===== src/rtl/atm_pkg.sv =====
// Shared constants, cell framing state and the HEC CRC-8 step for the ATM cell reader.
package atm_pkg;

    localparam int ATM_CELL_BYTES = 53;
    localparam int ATM_HDR_BYTES  = 4;
    localparam int ATM_HEC_IDX    = 4;
    localparam logic [7:0] ATM_HEC_COSET = 8'h55;
    localparam logic [7:0] ATM_HEC_POLY  = 8'h07;

    typedef enum logic {
        HDR = 1'b0,
        PAY = 1'b1
    } cell_state_t;

    // One byte of CRC-8 (x^8+x^2+x+1), MSB first.
    function automatic logic [7:0] hec_next(input logic [7:0] crc, input logic [7:0] data);
        logic [7:0] c;
        c = crc;
        for (int i = 7; i >= 0; i--) begin
            if (c[7] ^ data[i]) c = {c[6:0], 1'b0} ^ ATM_HEC_POLY;
            else                c = {c[6:0], 1'b0};
        end
        return c;
    endfunction

endpackage


===== src/rtl/atm_skid_buf.sv =====
// Two-entry skid buffer holding tagged cell bytes {sop, eop, data}; entry 0 is always the head.
module atm_skid_buf (
    input  logic       clk,
    input  logic       rst_n,
    input  logic       push,
    input  logic [9:0] din,
    input  logic       pop,
    output logic [9:0] dout,
    output logic [1:0] occ
);

    logic [9:0] e0_q, e1_q;
    logic [1:0] occ_q;

    always_ff @(posedge clk or negedge rst_n) begin
        if (!rst_n) begin
            e0_q  <= '0;
            e1_q  <= '0;
            occ_q <= '0;
        end else begin
            case ({push, pop})
                2'b10: begin
                    if (occ_q == 2'd0) e0_q <= din;
                    else               e1_q <= din;
                    occ_q <= occ_q + 2'd1;
                end
                2'b01: begin
                    e0_q  <= e1_q;
                    occ_q <= occ_q - 2'd1;
                end
                2'b11: begin
                    // Simultaneous push/pop: occupancy unchanged, shift when two deep.
                    if (occ_q == 2'd1) begin
                        e0_q <= din;
                    end else begin
                        e0_q <= e1_q;
                        e1_q <= din;
                    end
                end
                default: ;
            endcase
        end
    end

    assign dout = e0_q;
    assign occ  = occ_q;

endmodule


===== src/rtl/atm_cell_reader.sv =====
// Pops bytes from the ingress FIFO, frames 53-byte UNI cells, checks HEC, extracts header
// fields and forwards bytes downstream on a valid/ready stream with saturating statistics.
//
// state | meaning
// HDR   | bytes 0-4: header bytes into CRC, HEC compare at byte 4
// PAY   | bytes 5-52: payload, wrap to HDR after byte 52
module atm_cell_reader
    import atm_pkg::*;
#(
    parameter int CNT_W = 16
) (
    input  logic             clk,
    input  logic             rst_n,
    input  logic             fifo_empty,
    input  logic [7:0]       fifo_dout,
    output logic             fifo_read,
    output logic [7:0]       cell_data,
    output logic             cell_valid,
    output logic             cell_sop,
    output logic             cell_eop,
    input  logic             cell_ready,
    output logic             hdr_valid,
    output logic [3:0]       hdr_gfc,
    output logic [7:0]       hdr_vpi,
    output logic [15:0]      hdr_vci,
    output logic [2:0]       hdr_pt,
    output logic             hdr_clp,
    output logic             hec_err,
    output logic [CNT_W-1:0] cell_cnt,
    output logic [CNT_W-1:0] hec_err_cnt
);

    localparam logic [5:0] LAST_IDX  = 6'(ATM_CELL_BYTES - 1);
    localparam logic [5:0] HEC_IDX   = 6'(ATM_HEC_IDX);
    localparam logic [5:0] HDR_BYTES = 6'(ATM_HDR_BYTES);

    cell_state_t      state_q;
    logic             inflight_q;
    logic [5:0]       bcnt_q;
    logic [7:0]       crc_q;
    logic [31:0]      hdr_q;
    logic             hdr_valid_q, hec_err_q;
    logic [3:0]       gfc_q;
    logic [7:0]       vpi_q;
    logic [15:0]      vci_q;
    logic [2:0]       pt_q;
    logic             clp_q;
    logic [CNT_W-1:0] cell_cnt_q, hec_err_cnt_q;

    logic       pop;
    logic       last;
    logic [1:0] occ;
    logic [9:0] head;
    logic [2:0] lvl;

    atm_skid_buf u_skid (
        .clk   (clk),
        .rst_n (rst_n),
        .push  (inflight_q),
        .din   ({bcnt_q == 6'd0, bcnt_q == LAST_IDX, fifo_dout}),
        .pop   (pop),
        .dout  (head),
        .occ   (occ)
    );

    assign cell_valid = (occ != 2'd0);
    assign cell_sop   = head[9];
    assign cell_eop   = head[8];
    assign cell_data  = head[7:0];
    assign pop        = cell_valid && cell_ready;
    assign last       = (bcnt_q == LAST_IDX);

    // Bytes already owned (buffered or in flight) minus this cycle's pop must leave room.
    assign lvl       = {1'b0, occ} + {2'b0, inflight_q};
    assign fifo_read = rst_n && !fifo_empty && (lvl < (3'd2 + {2'b0, pop}));

    always_ff @(posedge clk or negedge rst_n) begin
        if (!rst_n) begin
            state_q       <= HDR;
            inflight_q    <= 1'b0;
            bcnt_q        <= '0;
            crc_q         <= '0;
            hdr_q         <= '0;
            hdr_valid_q   <= 1'b0;
            hec_err_q     <= 1'b0;
            gfc_q         <= '0;
            vpi_q         <= '0;
            vci_q         <= '0;
            pt_q          <= '0;
            clp_q         <= 1'b0;
            cell_cnt_q    <= '0;
            hec_err_cnt_q <= '0;
        end else begin
            inflight_q  <= fifo_read;
            hdr_valid_q <= 1'b0;
            hec_err_q   <= 1'b0;
            if (inflight_q) begin
                bcnt_q <= last ? 6'd0 : bcnt_q + 6'd1;
                case (state_q)
                    HDR: begin
                        if (bcnt_q == HEC_IDX) begin
                            hdr_valid_q <= 1'b1;
                            hec_err_q   <= ((crc_q ^ ATM_HEC_COSET) != fifo_dout);
                            gfc_q       <= hdr_q[31:28];
                            vpi_q       <= hdr_q[27:20];
                            vci_q       <= hdr_q[19:4];
                            pt_q        <= hdr_q[3:1];
                            clp_q       <= hdr_q[0];
                            state_q     <= PAY;
                        end else if (bcnt_q < HDR_BYTES) begin
                            crc_q <= hec_next((bcnt_q == 6'd0) ? 8'h00 : crc_q, fifo_dout);
                            hdr_q <= {hdr_q[23:0], fifo_dout};
                        end
                    end
                    PAY: begin
                        if (last) state_q <= HDR;
                    end
                    default: state_q <= HDR;
                endcase
                if (last && cell_cnt_q != '1) cell_cnt_q <= cell_cnt_q + CNT_W'(1);
            end
            if (hdr_valid_q && hec_err_q && hec_err_cnt_q != '1)
                hec_err_cnt_q <= hec_err_cnt_q + CNT_W'(1);
        end
    end

    assign hdr_valid   = hdr_valid_q;
    assign hec_err     = hec_err_q;
    assign hdr_gfc     = gfc_q;
    assign hdr_vpi     = vpi_q;
    assign hdr_vci     = vci_q;
    assign hdr_pt      = pt_q;
    assign hdr_clp     = clp_q;
    assign cell_cnt    = cell_cnt_q;
    assign hec_err_cnt = hec_err_cnt_q;

endmodule


===== config.mk =====
export PLATFORM = sky130hd
export DESIGN_NAME = atm_cell_reader
export DESIGN_NICKNAME = d
export VERILOG_FILES = /design/src/rtl/atm_pkg.sv /design/src/rtl/atm_skid_buf.sv /design/src/rtl/atm_cell_reader.sv
export SDC_FILE = /design/constraint.sdc
export NUM_CORES = 1
export LEC_CHECK = 0
export ABC_AREA = 1
export ABC_CLOCK_PERIOD_IN_PS = 2300
export BUFFER_PORTS_ARGS = -buffer_cell sky130_fd_sc_hd__buf_4
export CAP_MARGIN = 40
export CORE_MARGIN = 3
export CORE_UTILIZATION = 51
export CTS_CLUSTER_SIZE = 20
export DETAILED_ROUTE_END_ITERATION = 10
export PLACE_DENSITY = 0.76
export SYNTH_ARGS = -nofsm -noshare
export SYNTH_HDL_FRONTEND = slang
export SYNTH_SLANG_ARGS = --single-unit

===== constraint.sdc =====
create_clock -name clk -period 2.3 [get_ports clk]
set_clock_uncertainty 0.2 [all_clocks]
set_input_delay 0.46 -clock clk [delete_from_list [all_inputs] [get_ports clk]]
set_output_delay 0.46 -clock clk [all_outputs]
set_load 0.02 [all_outputs]

-- Yosys cells after proc, flatten, opt, wreduce, memory -nomap -nowiden
Index checks and enable logic that the tools add are counted.
W data, S select, Z words.
- memories kept: 0
- RAM bits: 0
- output and inout port bits: 78
- bits in registers: 136
- word-level logic and storage cells: 128
- bits of input ports: 12
- latch bits: 0
- bits in read-only memories: 0
- bitwise logic cells: 19
- muxes and demuxes: 53
- shift-type cells: 0
- reductions and logical operators: 18
- divide/modulo/power cells: 0
- add/subtract/negate cells: 7
- $lt $le $gt $ge: 2
- equality and inequality tests: 12
- multipliers: 0
- operators by type and width (operator ; number):
    $mux W8 ; 29
    $mux W10 ; 4
    $add A16 B1 Y16 const B ; 2
    $ne A16 B16 Y1 const B ; 2
    $pmux W10 S3 ; 1
    $mux W3 ; 8
    $not A3 Y3 ; 8
    $pmux W10 S2 ; 1
    $ne A8 B8 Y1 ; 1
    $xor A1 B1 Y1 ; 8
    $mux W1 ; 7
    $add A6 B1 Y6 const B ; 1
    $eq A6 B3 Y1 const B ; 1
    $eq A6 B6 Y1 const B ; 1
    $logic_and A1 B1 Y1 ; 6
    $logic_not A6 Y1 ; 1
    $lt A6 B3 Y1 const B ; 1
    $mux W6 ; 1
    $reduce_and A3 Y1 ; 2
    $reduce_bool A2 Y1 ; 3
    $eq A2 B1 Y1 const B ; 2
    $eq A2 B2 Y1 const B ; 2
    $ne A2 B2 Y1 const B ; 2
    $not A4 Y4 ; 1
    14 further kinds ; 16

-- Logic depth before layout (Yosys ltp)
- depth in word-level cells: 46
- depth in mapped cells: 14
- depth with buffers taken out: 13

-- Modules after synthesis
A second synthesis with hierarchy kept.
- cell total of the unflattened synthesis: 783
- area total of the unflattened synthesis: 6566.3 µm²
- by module, submodules not included (module ; times used ; cells each ; area an instance (µm²) ; sequential area each (µm²)):
    atm_cell_reader ; 1 ; 636 ; 5412.7 ; 2852.7
    atm_skid_buf ; 1 ; 147 ; 1153.6 ; 550.5

-- Worst setup path before layout
Ideal clock, no wire load.
- path type: register to register
- start: reg u_skid.occ_q[0] (netlist: u_skid.occ[0])
- end: reg u_skid.e0_q[8] (netlist: u_skid.dout[8])
- buffers on the path: 0
- cell stages (with the launch flop): 12
- path slack: -10 ps
- period minus slack after synthesis: 2310 ps
- setup time: 126 ps
- arrival time: 1984 ps
- data required time: 1974 ps
- path through: dfrtp_1 inv_1 ha_1 inv_1 nand2_1 inv_1 ha_1 inv_1 o21ai_0 clkinv_1 a221oi_1 nor2_1
- word-level cells in the longest chain between the ends: 5
- elaborated cells between the ends (all ways): 12
- classes of those cells: eq/ne: 5; mux: 2; reduce/logical: 5
- RTL lines (what ; line ; text):
    start, declared ; atm_skid_buf.sv:13 ; logic [1:0] occ_q;
    start signal, assigned ; atm_skid_buf.sv:25 ; occ_q <= occ_q + 2'd1;
    start signal, assigned ; atm_skid_buf.sv:29 ; occ_q <= occ_q - 2'd1;
    $reduce_bool A2 Y1 (*) ; atm_cell_reader.sv:66 ; assign cell_valid = (occ != 2'd0);
    net cell_valid ; atm_cell_reader.sv:18 ; output logic cell_valid,
    $logic_and A1 B1 Y1 (*) ; atm_cell_reader.sv:70 ; assign pop = cell_valid && cell_ready;
    $eq A2 B2 Y1 / $eq A2 B1 Y1 (equally long branches) ; atm_skid_buf.sv:21 ; case ({push, pop})
    $ne A2 B1 Y1 (no line) / $reduce_bool A3 Y1 (equally long branches) ; n/a ;
    $reduce_and A2 Y1 (no line) ; n/a ;
    end signal, assigned ; atm_skid_buf.sv:23 ; if (occ_q == 2'd0) e0_q <= din;
    end signal, assigned ; atm_skid_buf.sv:28 ; e0_q <= e1_q;
    end signal, assigned ; atm_skid_buf.sv:34 ; e0_q <= din;
    end, declared ; atm_skid_buf.sv:12 ; logic [9:0] e0_q, e1_q;
Mark *: on every way through the listed nets, which the timed path passes. The rest lies on a longest branch.
A chain may end at the register's enable or synchronous reset.

-- Worst setup path in the final report
- start: reg u_skid.occ_q[0] (netlist: u_skid.occ[0])
- end: out fifo_read
- word-level cells in the longest chain between the ends: 5
- elaborated cells between the ends (all ways): 6
- classes of those cells: add/sub: 2; order compare: 1; reduce/logical: 3
- RTL lines (what ; line ; text):
    $reduce_bool A2 Y1 ; atm_cell_reader.sv:66 ;
    $logic_and A1 B1 Y1 ; atm_cell_reader.sv:70 ;
    $add A2 B1 Y3 ; atm_cell_reader.sv:75 ; assign fifo_read = rst_n && !fifo_empty && (lvl < (3'd2 + {2'b0, pop}));
    $lt A3 B3 Y1 (*) ; atm_cell_reader.sv:75 ;
    $logic_and A1 B1 Y1 (*) ; atm_cell_reader.sv:75 ;
    end, declared ; atm_cell_reader.sv:16 ; output logic fifo_read,
Every way passes the cells marked *; elsewhere a longest branch is shown, timed or not.

==> flow_metrics.tcl <==
set metrics [dict create \
    status "finished, violations left" \
    violations "negative setup slack" \
    synth_top_area_share_pct 55.4 \
    timing.final.ws_setup_ns -0.00185 \
    num-fill-cells 926 \
    slew_violations 0 \
    diodes 0 \
    slew_headroom_pct 51.3 \
    synth.distinct_cells 38 \
    period_share_pct 100 \
    ys_ff_latch 136 \
    dieArea_mm2 0.0134 \
    hold_class "in -> reg" \
    synth_nets 711 \
    postRouteAntennaNets 0 \
    cts_root_buf "clkbuf_16" \
    area_delta_synth_final_pct 27.4 \
    setup_tns_ns -0.00185 \
    synth_fa_ha_area_share_pct 2.24 \
    crit_path_start_kind "register" \
    multi_input_area_mm2 0.00244 \
    drt_wl_total_um 13700 \
    synth_top_family_by_area "simple AND/OR/NAND/NOR gates" \
    tightestPinTransition_ns 0.730 \
    crit_required_ns 1.64 \
    die_h_um 116 \
    syn_avg_cell_area_um2 8.93 \
    yosysWarnings 0 \
    endpoint_kind "output port" \
    synth_top_area_cell "dfrtp_1" \
    initial_core_util_pct 52.9 \
    clk_pin_slew_ns 0.06 \
    antenna_found_initial 0 \
    arrival_ns 1.64 \
    cts_made_buffers 17 \
    synthSimpleGateAreaFrac_pct 21.5 \
    clk_latency_ns 0.42 \
    vias_per_cell 5.22 \
    ys_seq_area_share_pct 55.4 \
    synthMuxAreaShare_pct 0.367 \
    min_to "hdr_q[2]" \
    first_global_vias 4787 \
    hold_start "fifo_dout[2]" \
    final_cell_mix "196 x nand2_1, 135 x dfrtp_1, 106 x buf_4, 78 x o21ai_0, 64 x inv_1" \
    grtUsageTotal_pct 21.1 \
    synth_area_leaders "dfrtp_1 55%, nand2_1 12%, o21ai_0 6.5%" \
    fin_util_pct 67.4 \
    r2r-end "cell_cnt[11]" \
    drive_gt1_share_pct 21.6 \
    place_area_mm2 0.00706 \
    r2r.worst_path.cells 13 \
    vdd.ir_drop.worst_uv 606 \
    place_hpwl_um 9370 \
    cap_violations 0 \
    syn_inst 688 \
    cts.sinks 136 \
    cts_buffer_depth 2 \
    gp_congestion 0.893 \
    first_pass_iters 5 \
    overflow 0 \
    synthXorXnorAreaFrac_pct 5.56 \
    pre_cts_slack_ns -0.0272 \
    netlist_area_mm2 0.00614 \
    p_leak_nw 3.93 \
    path_class "reg -> out" \
    rrSetupSlack_ns 0.17 \
    hold-path-cell-count 3 \
    fmax_mhz 434 \
    ios 90 \
    setup_viol 1 \
    synth_compound_area_share_pct 9.11 \
    rsz0062_at_grt "true" \
    port_buffers 89 \
    cts_tree "done" \
    dieWidth_um 116 \
    coreArea_mm2 0.0116 \
    final_cell_area_mm2 0.00783 \
    regToRegStartpoint "bcnt_q[3]" \
    regArea_mm2 0.00340 \
    h-tree-depth 4 \
    path_max_fanout 4 \
    rows 39 \
    min_period_ns 2.30 \
    grt_pass1_wl_um 22300 \
    power_density_mw_per_mm2 1260 \
    drtIter0Drc 402 \
    routedWlPerCell_um 14.3 \
    vias 4995 \
    final_common_cell "nand2_1" \
    finalNetCount 824 \
    drc_errors 0 \
    hold_viol 0 \
    grt_max_degree 137 \
]
-- layer usage --
metal,vias to the layer above,routed length [um],global-route usage (%),share of wire [%]
met5,-,0,0,0
met4,0,231,7.81,1.7
met3,23,718,4.70,5.2
met2,135,6730,34.8,49
met1,2389,6010,27.7,44
li1,2448,-,-,-
-- sequential cells by signal, summed over array words and instances, names as in the netlist, 8 cells and up --
signal,cells
hdr_q,32
cell_cnt,16
hdr_vci,16
hec_err_cnt,16
u_skid.dout,10
u_skid.e1_q,10
crc_q,8
hdr_vpi,8
-- critical path, cell delays in order, from the launching register on --
cell     delay, ns
dfrtp_1       0.42
ha_2          0.22
ha_4          0.24
o21ai_2       0.05
and3_4        0.19
buf_6         0.11
-- what timing repair did --
item | in CTS | in global routing
buffers inserted | 4 | 3
pin swaps | 3 | 4
setup endpoints to repair | 9 | 21
hold buffers | 1 | 0
resized for setup | 8 | 11
endpoints found under the hold margin | 22 | 0
-- cell families after synthesis --
kind of cell / Yosys count
AOI/OAI and AO/OA: 105
xor gates and xnor gates: 39
adders and majority gates: 11
buffers and inverters: 89
DFF: 136
muxes: 2
and+or+nand+nor: 306
-- cells in the mapped netlist (all sizes together) --
master / instances
a21oi: 3
a211oi: 2
mux2: 2
nor3b: 1
ha: 11
nand3b: 3
clkbuf: 11
o21ai: 88
and3: 1
nor4: 7
nor2: 47
nand4: 9
dfrtp: 136
inv: 70
or2: 2
nand3: 27
o21a: 1
and2: 1
nor3: 7
a221oi: 1
clkinv: 1
xor2: 22
a31oi: 8
o22ai: 1
a41oi: 1
xnor2: 17
nand2: 201
buf: 7
-- worst max path at each step --
| stage | cells after the start | end | from | slack [ns] |
|---|---|---|---|---|
| finish | 5 | fifo_read | u_skid.occ[0] | -0.002 |
| detailed placement | 11 | u_skid.dout[8] | u_skid.occ[0] | -0.03 |
| global placement | 11 | u_skid.dout[8] | u_skid.occ[0] | 0.18 |
| floorplan | 11 | u_skid.dout[8] | u_skid.occ[0] | 0.02 |
| CTS | 5 | fifo_read | u_skid.occ[0] | -0.04 |
| global route | 7 | fifo_read | u_skid.occ[0] | -0.09 |
-- stage by stage --
step,power (mW),cells,hold WS (ns)
2_1_floorplan,5.63,688,-0.0356
3_3_place_gp,6.64,917,0.263
3_5_place_dp,6.82,917,0.267
4_1_cts,9.84,954,0.0841
5_1_grt,10.6,957,0.109
6_report,9.90,957,0.0959
-- power breakdown --
group / switching, mW / internal, mW
clock: 1.01 / 1.90
sequential: 0.445 / 3.13
combinational: 2.03 / 1.39
total: 3.48 / 6.42
-- layout make-up --
cell class / count / area share [%]
clock inverters: 11 / 2.17
flip-flops and latches: 136 / 43.5
repair buffers: 112 / 11.4
multi-input cells: 463 / 31.2
clock buffers: 21 / 6.01
inverters: 71 / 3.45
well taps: 143 / 2.29
Power figures use the tool's default switching activity.
